==> src/rtl/wash_seq_ctrl.sv <==
// wash_seq_ctrl: washing-machine drum sequencer.
// Each wash cycle runs CW -> P1 (pause) -> CCW -> P2 (pause), repeated
// 'cycles' times. hold freezes the sequence, abort ends it early, and done
// pulses once when a run completes normally.
// Optional feature macro: WASH_LID_INTERLOCK_EN adds a lid_open input. An
// open lid acts as hold while running and blocks start while idle.
// Control semantics: start/cycles are sampled only in IDLE. hold is a level.
// abort is sampled on every edge while busy. There is no valid/ready
// handshake. The phase output exposes the FSM state directly.
module wash_seq_ctrl #(
    parameter int TW      = 8,
    parameter int CW_T    = 20,
    parameter int CCW_T   = 20,
    parameter int PAUSE_T = 10,
    parameter int NW      = 4
) (
    input  logic          clk,
    input  logic          rst_n,
    input  logic          start,
    input  logic [NW-1:0] cycles,
    input  logic          hold,
    input  logic          abort,
`ifdef WASH_LID_INTERLOCK_EN
    input  logic          lid_open,
`endif
    output logic [1:0]    motor,
    output logic          busy,
    output logic          done,
    output logic [2:0]    phase,
    output logic [NW-1:0] remain
);

    typedef enum logic [2:0] {
        S_IDLE = 3'd0,
        S_CW   = 3'd1,
        S_P1   = 3'd2,
        S_CCW  = 3'd3,
        S_P2   = 3'd4
    } state_t;

    localparam logic [1:0] M_STOP = 2'd0;
    localparam logic [1:0] M_CW   = 2'd1;
    localparam logic [1:0] M_CCW  = 2'd2;

    state_t        state;
    logic [TW-1:0] timer;
    logic [TW-1:0] last_tick;
    logic          lid;
    logic          freeze;
    logic          expire;

`ifdef WASH_LID_INTERLOCK_EN
    assign lid = lid_open;
`else
    assign lid = 1'b0;
`endif

    // An open lid behaves exactly like hold while a run is in progress.
    assign freeze = hold | lid;
    assign expire = (timer == last_tick);
    assign phase  = state;

    // Final timer value of the current phase; timer counts 0..T-1.
    always_comb begin
        last_tick = TW'(PAUSE_T - 1);
        case (state)
            S_CW:    last_tick = TW'(CW_T - 1);
            S_CCW:   last_tick = TW'(CCW_T - 1);
            default: last_tick = TW'(PAUSE_T - 1);
        endcase
    end

    // Sequencer FSM with registered outputs. Priority while busy:
    // abort, then freeze, then phase expiry / timer advance.
    always_ff @(posedge clk) begin
        if (!rst_n) begin
            state  <= S_IDLE;
            timer  <= '0;
            remain <= '0;
            motor  <= M_STOP;
            busy   <= 1'b0;
            done   <= 1'b0;
        end else begin
            done <= 1'b0;
            if (state == S_IDLE) begin
                if (start && (cycles != '0) && !lid) begin
                    state  <= S_CW;
                    timer  <= '0;
                    remain <= cycles;
                    motor  <= M_CW;
                    busy   <= 1'b1;
                end
            end else if (abort) begin
                state  <= S_IDLE;
                timer  <= '0;
                remain <= '0;
                motor  <= M_STOP;
                busy   <= 1'b0;
            end else if (freeze) begin
                // State and timer hold their values; only the drum stops.
                motor <= M_STOP;
            end else if (!expire) begin
                timer <= timer + 1'b1;
                // Restores drive after a freeze as well as holding it steady.
                if (state == S_CW) begin
                    motor <= M_CW;
                end else if (state == S_CCW) begin
                    motor <= M_CCW;
                end else begin
                    motor <= M_STOP;
                end
            end else begin
                timer <= '0;
                case (state)
                    S_CW: begin
                        state <= S_P1;
                        motor <= M_STOP;
                    end
                    S_P1: begin
                        state <= S_CCW;
                        motor <= M_CCW;
                    end
                    S_CCW: begin
                        state <= S_P2;
                        motor <= M_STOP;
                    end
                    default: begin
                        if (remain > NW'(1)) begin
                            remain <= remain - 1'b1;
                            state  <= S_CW;
                            motor  <= M_CW;
                        end else begin
                            remain <= '0;
                            state  <= S_IDLE;
                            motor  <= M_STOP;
                            busy   <= 1'b0;
                            done   <= 1'b1;
                        end
                    end
                endcase
            end
        end
    end

endmodule

==> config.mk <==
export PLATFORM = sky130hd
export DESIGN_NAME = wash_seq_ctrl
export DESIGN_NICKNAME = d
export VERILOG_FILES = /design/src/rtl/wash_seq_ctrl.sv
export SDC_FILE = /design/constraint.sdc
export NUM_CORES = 1
export LEC_CHECK = 0
export CAP_MARGIN = 30
export CORE_MARGIN = 8
export CORE_UTILIZATION = 45
export CTS_CLUSTER_SIZE = 10
export DETAILED_ROUTE_END_ITERATION = 10
export PLACE_DENSITY = 0.78
export SETUP_SLACK_MARGIN = 0.3
export SYNTH_ARGS = -nofsm -noshare
export SYNTH_HDL_FRONTEND = slang
export SYNTH_SLANG_ARGS = --single-unit
==> constraint.sdc <==
create_clock -name clk -period 1.7 [get_ports clk]
set_clock_uncertainty 0.05 [all_clocks]
set_input_delay 0.34 -clock clk [delete_from_list [all_inputs] [get_ports clk]]
set_output_delay 0.34 -clock clk [all_outputs]
set_load 0.01 [all_outputs]
Yosys cells after proc, flatten, opt, wreduce, memory -nomap -nowiden

Index checks and enable logic that the tools add are counted.
W data, S select, Z words.

Reduce and logical (&&, ||, !) cells: 11
Multiplexer cells: 37
Bitwise operators: 2
Equality and inequality tests: 8
Order comparisons: 1
Add/subtract/negate cells: 2

Operators by type and width:

| operator              | count |
|---|---|
| $mux W8               | 5 |
| $mux W4               | 7 |
| $mux W3               | 5 |
| $mux W2               | 7 |
| $mux W1               | 10 |
| $pmux W3 S3           | 1 |
| $add A8 B1 Y8 const B | 1 |
| $eq A8 B8 Y1          | 1 |
| $reduce_or A8 Y1      | 1 |
| $eq A3 B2 Y1 const B  | 2 |
| $ne A3 B1 Y1 const B  | 2 |
| $mux W5               | 1 |
| $reduce_and A5 Y1     | 1 |
| $gt A4 B1 Y1 const B  | 1 |
| $pmux W2 S2           | 1 |
| $reduce_and A4 Y1     | 1 |
| $reduce_bool A4 Y1    | 1 |
| $sub A4 B1 Y4 const B | 1 |
| $eq A3 B1 Y1 const B  | 1 |
| $logic_not A3 Y1      | 1 |
| $ne A3 B3 Y1 const B  | 1 |
| $reduce_and A3 Y1     | 1 |
| $reduce_bool A3 Y1    | 1 |
| $reduce_or A3 Y1      | 1 |
| other kinds (5)       | 6 |

Flip-flop bits (word level): 19
Word-level logic and storage cells: 67
Output and inout port bits: 11
Bits of input ports: 9

Depth between registers and ports, before layout

Gate-level depths: netlist of the first run.

Depth in word-level cells: 8
Gate-level depth with buffers: 7
Mapped depth without buffers: 7

Worst setup path before layout of the first run

No wires, ideal clock.

Kind: register to register
Start point: reg state[2], in the netlist phase[2]
End point: reg remain[2]
Path slack: -0.094 ns
Clock period less this slack: 1.794 ns
Path buffers: 2
Cell stages (with the launch flop): 7
Data required time: 1.534 ns
Arrival time: 1.628 ns
Path through: dfxtp_1 -> buf_2 -> nor3_2 -> clkbuf_1 -> o21ai_0 -> or3_1 -> a31o_1

Longest elaborated chain between the ends: 6
Elaborated cells between the ends (all ways): 14
Those cells by class: 7 x eq/ne; 2 x mux; 5 x reduce/logical

Ends and longest elaborated chain:

| element                                      | RTL line | text |
|---|---|---|
| start: declaration                           | 45       | `state_t state;` |
| start signal: assignment                     | 77       | `state <= S_IDLE;` |
| start signal: assignment                     | 87       | `state <= S_CW;` |
| start signal: assignment                     | 94       | `state <= S_IDLE;` |
| $eq A3 B1 Y1 or $eq A3 B2 Y1 (tied branches) | 66, 114  |  |
| $reduce_or A2 Y1 (no line)                   | --       |  |
| $mux W5                                      | 66       | `case (state)` |
| $eq A8 B8 Y1                                 | 60       | `assign expire = (timer == last_tick);` |
| $reduce_bool A3 Y1 (no line)                 | --       |  |
| $reduce_and A4 Y1 (no line)                  | --       |  |
| end signal: assignment                       | 89       | `remain <= cycles;` |
| end signal: assignment                       | 129      | `remain <= remain - 1'b1;` |
| end: declaration                             | 30       | `output logic [NW-1:0] remain` |

Several ways; a longest one is shown, not always the timed one.
A chain may end at the register's enable or synchronous reset.

Final worst setup path of the first run

Start point: reg timer[4]
End point: reg remain[2]

Longest elaborated chain between the ends: 3

Ends and longest elaborated chain:

| element                      | RTL line | text |
|---|---|---|
| start: declaration           | 46       | `logic [TW-1:0] timer;` |
| start signal: assignment     | 103      | `timer <= timer + 1'b1;` |
| $eq A8 B8 Y1                 | 60       |  |
| $reduce_bool A3 Y1 (no line) | --       |  |
| $reduce_and A4 Y1 (no line)  | --       |  |

Every way passes these cells.

==> impl_metrics.env, run 1 <==
export IMPL_drt_pass1_iterations=4
export IMPL_core_sq_um=2455
export IMPL_fin_setup_tns_ps=-1073
export IMPL_viasPerCell=6.189
export IMPL_ys_seq_area_frac=0.3301
export IMPL_clk_pin_slew_ps=120
export IMPL_p_leak_nw=0.7704
export IMPL_switching_share=0.3588
export IMPL_cts_path_max_buffers=2
export IMPL_fmax_ghz=0.5280
export IMPL_drv_slew=0
export IMPL_p_sw_mw=0.4553
export IMPL_diodes=0
export IMPL_setup_violations_final=12
export IMPL_ys_warn_count=0
export IMPL_syn_cell_area_sq_um=1152
export IMPL_cts_tree="yes"
export IMPL_layout_common_cells="30 x buf_4, 14 x nor2_1, 10 x dlygate4sd2_1"
export IMPL_maxSlewHeadroom=0.7398
export IMPL_period_needed_ps=1894
export IMPL_postCtsHoldBufs=0
export IMPL_fin_util=0.8002
export IMPL_drive_above_1_share=0.4948
export IMPL_rows=18
export IMPL_clkLatencyLatePin_ps=300
export IMPL_pwr_share_seq=0.394
export IMPL_postRouteAntennaNets=0
export IMPL_syn_inst=135
export IMPL_wl_per_cell_um=20.04
export IMPL_ys_types=41
export IMPL_htreeDepth=1
export IMPL_worstMarginPinSlew_ps=388.0
export IMPL_violations="negative setup slack"
export IMPL_grt_pass1_vias=1416
export IMPL_crit_path_start_kind="register"
export IMPL_synth_edf_count=0
export IMPL_cts_buffers=3
export IMPL_yosysTopAreaCellShare=0.3301
export IMPL_crit_type="register to register"
export IMPL_powerDensity_nw_per_um2=645.9
export IMPL_hold_viol=0
export IMPL_grt_pass1_wl_um=7093
export IMPL_ir_worst_vdd_v=0.0004832
export IMPL_routed_wl_um=4449
export IMPL_crit_required_ps=1850
export IMPL_vias=1374
export IMPL_synthTopCellsByArea="dfxtp_1 33%, xnor2_1 6.1%, nor3_1 5.2%"
export IMPL_drtIter0Drc=90
export IMPL_syn_area_per_cell_sq_um=8.536
export IMPL_worstHoldPathCells=2
export IMPL_p_comb_frac=0.416
export IMPL_die_w_um=66.61
export IMPL_hp_class="register to register"
export IMPL_pwr_share_clk=0.190
export IMPL_cp_max_fo=7
export IMPL_hpwlAfterDp_um=2581
export IMPL_syn_nets=147
export IMPL_p_int_mw=0.8135
export IMPL_cp_arrival_ps=2050
export IMPL_n_fill_cell=141
export IMPL_area_delta_synth_final_pct=70.47
export IMPL_end_kind="register"
export IMPL_fp_dieArea_sq_um=4436
export IMPL_gp_congestion=0.8938
export IMPL_async_reset_ff_frac=0
export IMPL_io_pins=20
export IMPL_grt_max_degree=11
export IMPL_status="finished, violations left"
export IMPL_setup_ws_ps=-194.1
export IMPL_maxCapViolations=0
export IMPL_rsz0062_at_grt="yes"
export IMPL_clock_sinks=19
export IMPL_ys_ff_latch=19
export IMPL_nets=205
export IMPL_yosys_area_top_type="dfxtp_1"
export IMPL_rr_worst_depth=6
export IMPL_initial_utilization=0.4694
export IMPL_drc=0
export IMPL_dieHeight_um=66.61
export IMPL_layout_commonest_cell="buf_4"
export IMPL_overflow=0
export IMPL_fin_crit_sh=1.114
export IMPL_port_buffers=19
export IMPL_antenna_found_initial=0
export IMPL_grt_total_usage=0.2062
export IMPL_cts_root_buffer="clkbuf_4"
export IMPL_synth_flop_cell="dfxtp_1"
-- worst max-delay path: stages, from the launching register on --
cell	delay, ps
dfxtp_2	340
or3b_4	390
mux2i_4	220
a31oi_4	130
buf_6	150
or3_4	320
a31o_1	190
-- worst paths after layout --
| check | from | end | slack, ps |
|---|---|---|---|
| worst min register to register | busy$_SDFFE_PN0P_ | busy$_SDFFE_PN0P_ | 460 |
| worst min-delay path | busy$_SDFFE_PN0P_ | busy$_SDFFE_PN0P_ | 460 |
| worst max-delay path | timer[4]$_SDFFE_PN0P_ | remain[2]$_SDFFE_PN0P_ | -190 |
| worst max register to register | timer[4]$_SDFFE_PN0P_ | remain[2]$_SDFFE_PN0P_ | -190 |
-- repair_timing --
item | 4_1_cts | 5_1_grt
pin swaps | 19 | 6
resized for setup | 65 | 17
gates cloned | 1 | 0
setup endpoints to repair | 30 | 23
buffers inserted | 12 | 2
hold endpoints to repair | 0 | 0
-- cell usage after synthesis (all sizes together), types with 4 or more instances --
| cell | instances |
|---|---|
| a211oi | 4 |
| buf | 4 |
| dfxtp | 19 |
| inv | 6 |
| mux2i | 4 |
| nand2 | 9 |
| nor2 | 16 |
| nor3 | 13 |
| o21ai | 6 |
| o41ai | 4 |
| xnor2 | 8 |
-- per-layer routing --
metal,vias to the layer above,wire length [um],global-route usage
met5,-,0,0
li1,610,-,-
met2,64,2302,0.3584
met4,0,102,0.1093
met1,689,1751,0.2220
met3,11,293,0.05369
-- area by class of cell --
type	count	area, sq um	area share
multi-input combinational	104	943.4	0.4803
timing repair buffer	59	529.3	0.2694
sequential	19	405.4	0.2064
tap	30	37.54	0.01911
clock buffer	4	26.28	0.01338
inverter	6	22.52	0.01146
-- kinds of logic (layout without fill, tap and decap cells) --
| logic type | count (synthesis) | in the layout | share of synthesized area |
|---|---|---|---|
| fa+ha+maj | 3 | 3 | 0.03258 |
| mux | 4 | 4 | 0.04560 |
| compound gates | 27 | 27 | 0.1759 |
| simple gates | 62 | 62 | 0.3116 |
| buf+inv | 12 | 69 | 0.04343 |
| xor+xnor | 8 | 8 | 0.06081 |
| flops | 19 | 19 | 0.3301 |
-- through the flow --
stage / instance area [sq um] / hold WS, ps / power, mW / worst slack [ps] / cells
after CTS: 1904 / 455.7 / 1.210 / -95.33 / 220
after global routing: 1964 / 481.5 / 1.328 / -247.5 / 222
after global placement: 1644 / 416.3 / 0.8731 / -387.5 / 203
final: 1964 / 463.3 / 1.269 / -194.1 / 222
after floorplan: 1266 / 425.5 / 0.7107 / 17.90 / 135
after detailed placement: 1644 / 443.4 / 0.8831 / -493.0 / 203
-- registers in the layout, indices dropped and copies added (netlist names) --
name,count
remain,4
timer,8
phase,3
busy,1
motor,2
done,1
-- power by group through the flow --
stage	Combinational (mW)	Sequential (mW)	Clock (mW)
6_report	0.527	0.500	0.242
5_1_grt	0.558	0.504	0.266
4_1_cts	0.474	0.498	0.239
3_5_place_dp	0.381	0.502	0
3_3_place_gp	0.372	0.501	0
2_1_floorplan	0.198	0.512	0
Note: power is estimated with default switching activity, not from simulation.
==> inputs of run 2 (changes only) <==
--- a/config.mk
+++ b/config.mk
@@ -10,7 +10,7 @@
 export CORE_UTILIZATION = 45
 export CTS_CLUSTER_SIZE = 10
 export DETAILED_ROUTE_END_ITERATION = 10
-export PLACE_DENSITY = 0.78
+export PLACE_DENSITY = 0.72
 export SETUP_SLACK_MARGIN = 0.3
 export SYNTH_ARGS = -nofsm -noshare
 export SYNTH_HDL_FRONTEND = slang
==> run 2 against run 1 <==
The flow still finishes with violations (negative setup slack). Clock power about the same. Via count decreased by 3.3%. Power decreased by 1.9%. Final cell count increased by 0.90%. Critical endpoint unchanged. Largest power group unchanged. Highest routed layer unchanged.
==> impl_metrics.env, run 2 (same netlist as run 1, synthesis figures left out) <==
export IMPL_status="finished, violations left"
export IMPL_violations="negative setup slack"
export IMPL_hpwlAfterDp_um=2646
export IMPL_rsz0062_at_grt="yes"
export IMPL_fmax_ghz=0.5284
export IMPL_fp_dieArea_sq_um=4436
export IMPL_clkLatencyLatePin_ps=300
export IMPL_antenna_found_initial=0
export IMPL_crit_reg2reg_launch="timer[1]$_SDFFE_PN0P_"
export IMPL_hp_class="register to register"
export IMPL_drt_pass1_iterations=4
export IMPL_period_needed_ps=1892
export IMPL_rows=18
export IMPL_crit_type="register to register"
export IMPL_initial_utilization=0.4694
export IMPL_wl_per_cell_um=18.16
export IMPL_setup_worst_path_start="timer[1]$_SDFFE_PN0P_"
export IMPL_powerDensity_nw_per_um2=635.5
export IMPL_rrSetupSlack_ps=-190
export IMPL_grt_use_met1=0.2157
export IMPL_cts_root_buffer="clkbuf_4"
export IMPL_htreeDepth=1
export IMPL_r2r_end="remain[2]$_SDFFE_PN0P_"
export IMPL_drtIter0Drc=80
export IMPL_overflow=0
export IMPL_rr_worst_depth=6
export IMPL_io_pins=20
export IMPL_crit_path_start_kind="register"
export IMPL_gp_congestion=0.9124
export IMPL_postRouteAntennaNets=0
export IMPL_grt_busiest_layer="met2"
export IMPL_setup_ws_ps=-192.5
export IMPL_layout_common_cells="32 x buf_4, 13 x nor2_1, 12 x dfxtp_1"
export IMPL_p_int_mw=0.8085
export IMPL_dieHeight_um=66.61
export IMPL_cp_arrival_ps=2050
export IMPL_hold_viol=0
export IMPL_drv_slew=0
export IMPL_die_w_um=66.61
export IMPL_cp_max_fo=4
export IMPL_switching_share=0.3507
export IMPL_clock_sinks=19
export IMPL_nets=207
export IMPL_post_place_ws_ps=-455.7
export IMPL_diodes=0
export IMPL_drc=0
export IMPL_use_met3=0.03859
export IMPL_viasPerCell=5.929
export IMPL_cts_buffers=3
export IMPL_crit_required_ps=1850
export IMPL_grt_pass1_vias=1397
export IMPL_fin_crit_sh=1.113
export IMPL_largest_reg_flops=8
export IMPL_p_comb_frac=0.412
export IMPL_pwr_share_clk=0.192
export IMPL_total_power_mw=1.245
export IMPL_top_register="timer"
export IMPL_routed_wl_um=4067
export IMPL_vias=1328
export IMPL_grt_max_degree=12
export IMPL_maxCapViolations=0
export IMPL_p_leak_nw=0.7775
export IMPL_grt_total_usage=0.1923
export IMPL_worstMarginPinSlew_ps=404.1
export IMPL_pwr_share_seq=0.396
export IMPL_ir_worst_vdd_v=0.0005657
export IMPL_grtUsageMet2=0.3369
export IMPL_grt_pass1_wl_um=6658
export IMPL_layout_commonest_cell="buf_4"
export IMPL_maxSlewHeadroom=0.7285
export IMPL_postCtsHoldBufs=0
export IMPL_crit_end="remain[2]$_SDFFE_PN0P_"
export IMPL_clk_pin_slew_ps=120
export IMPL_core_sq_um=2455
export IMPL_port_buffers=19
export IMPL_cts_path_max_buffers=2
export IMPL_area_delta_synth_final_pct=70.03
export IMPL_setup_violations_final=18
export IMPL_cts_tree="yes"
export IMPL_p_sw_mw=0.4367
export IMPL_drive_above_1_share=0.4794
export IMPL_end_kind="register"
[run 2: worst max-delay path, stage by stage, from the launching register on]
cell and delay, ps:
dfxtp_2 340, or3b_4 390, mux2i_4 220, a31oi_4 130, buf_6 150, or3_1 310
a31o_1 190
[run 2: through the flow]
| stage | area [sq um] | util | hold slack, ps | setup TNS, ps | cells |
|---|---|---|---|---|---|
| after floorplan | 1266 | - | 425.5 | 0 | 135 |
| after global placement | 1674 | 0.6820 | 436.3 | -6017 | 207 |
| after detailed placement | 1674 | 0.6820 | 438.5 | -6748 | 207 |
| after CTS | 1844 | 0.7513 | 466.2 | -668.7 | 221 |
| after global routing | 1959 | 0.7982 | 457.1 | -2477 | 224 |
| final | 1959 | 0.7982 | 454.1 | -1435 | 224 |
[run 2: power by group through the flow]
stage / Clock [mW] / Sequential [mW] / Combinational (mW)
after detailed placement: 0 / 0.501 / 0.394
final: 0.239 / 0.494 / 0.513
after global placement: 0 / 0.500 / 0.385
after CTS: 0.241 / 0.492 / 0.454
after floorplan: 0 / 0.512 / 0.198
after global routing: 0.266 / 0.497 / 0.544
[run 2: layer usage]
| metal | up-vias | part of all wire |
|---|---|---|
| li1 | 620 | - |
| met1 | 629 | 0.42 |
| met2 | 58 | 0.49 |
| met3 | 21 | 0.053 |
| met4 | 0 | 0.033 |
| met5 | - | 0 |
[run 2: cell type report]
type,instances,area (sq um)
fillers,157,495.5
repair buffers,61,555.5
clock buffers,3,22.52
multi-input cells,104,917.1
well taps,30,37.54
flip-flops and latches,19,399.1
clock inverters,1,5.005
inverters,6,22.52
[run 2: worst min-delay path by stage]
stage,from,to,slack [ps],cells past startpoint
floorplan,rst_n,motor[1]$_SDFFE_PN0P_,430,2
global placement,motor[1]$_SDFFE_PN0P_,motor[1]$_SDFFE_PN0P_,440,2
detailed placement,busy$_SDFFE_PN0P_,busy$_SDFFE_PN0P_,440,2
CTS,busy$_SDFFE_PN0P_,busy$_SDFFE_PN0P_,470,2
global route,busy$_SDFFE_PN0P_,busy$_SDFFE_PN0P_,460,2
finish,busy$_SDFFE_PN0P_,busy$_SDFFE_PN0P_,450,2
[run 2: timing repair]
action | 4_1_cts | 5_1_grt
resized for setup | 48 | 20
endpoints found under the setup margin | 30 | 23
pin swaps | 8 | 5
endpoints found under the hold margin | 0 | 0
setup buffers | 10 | 3
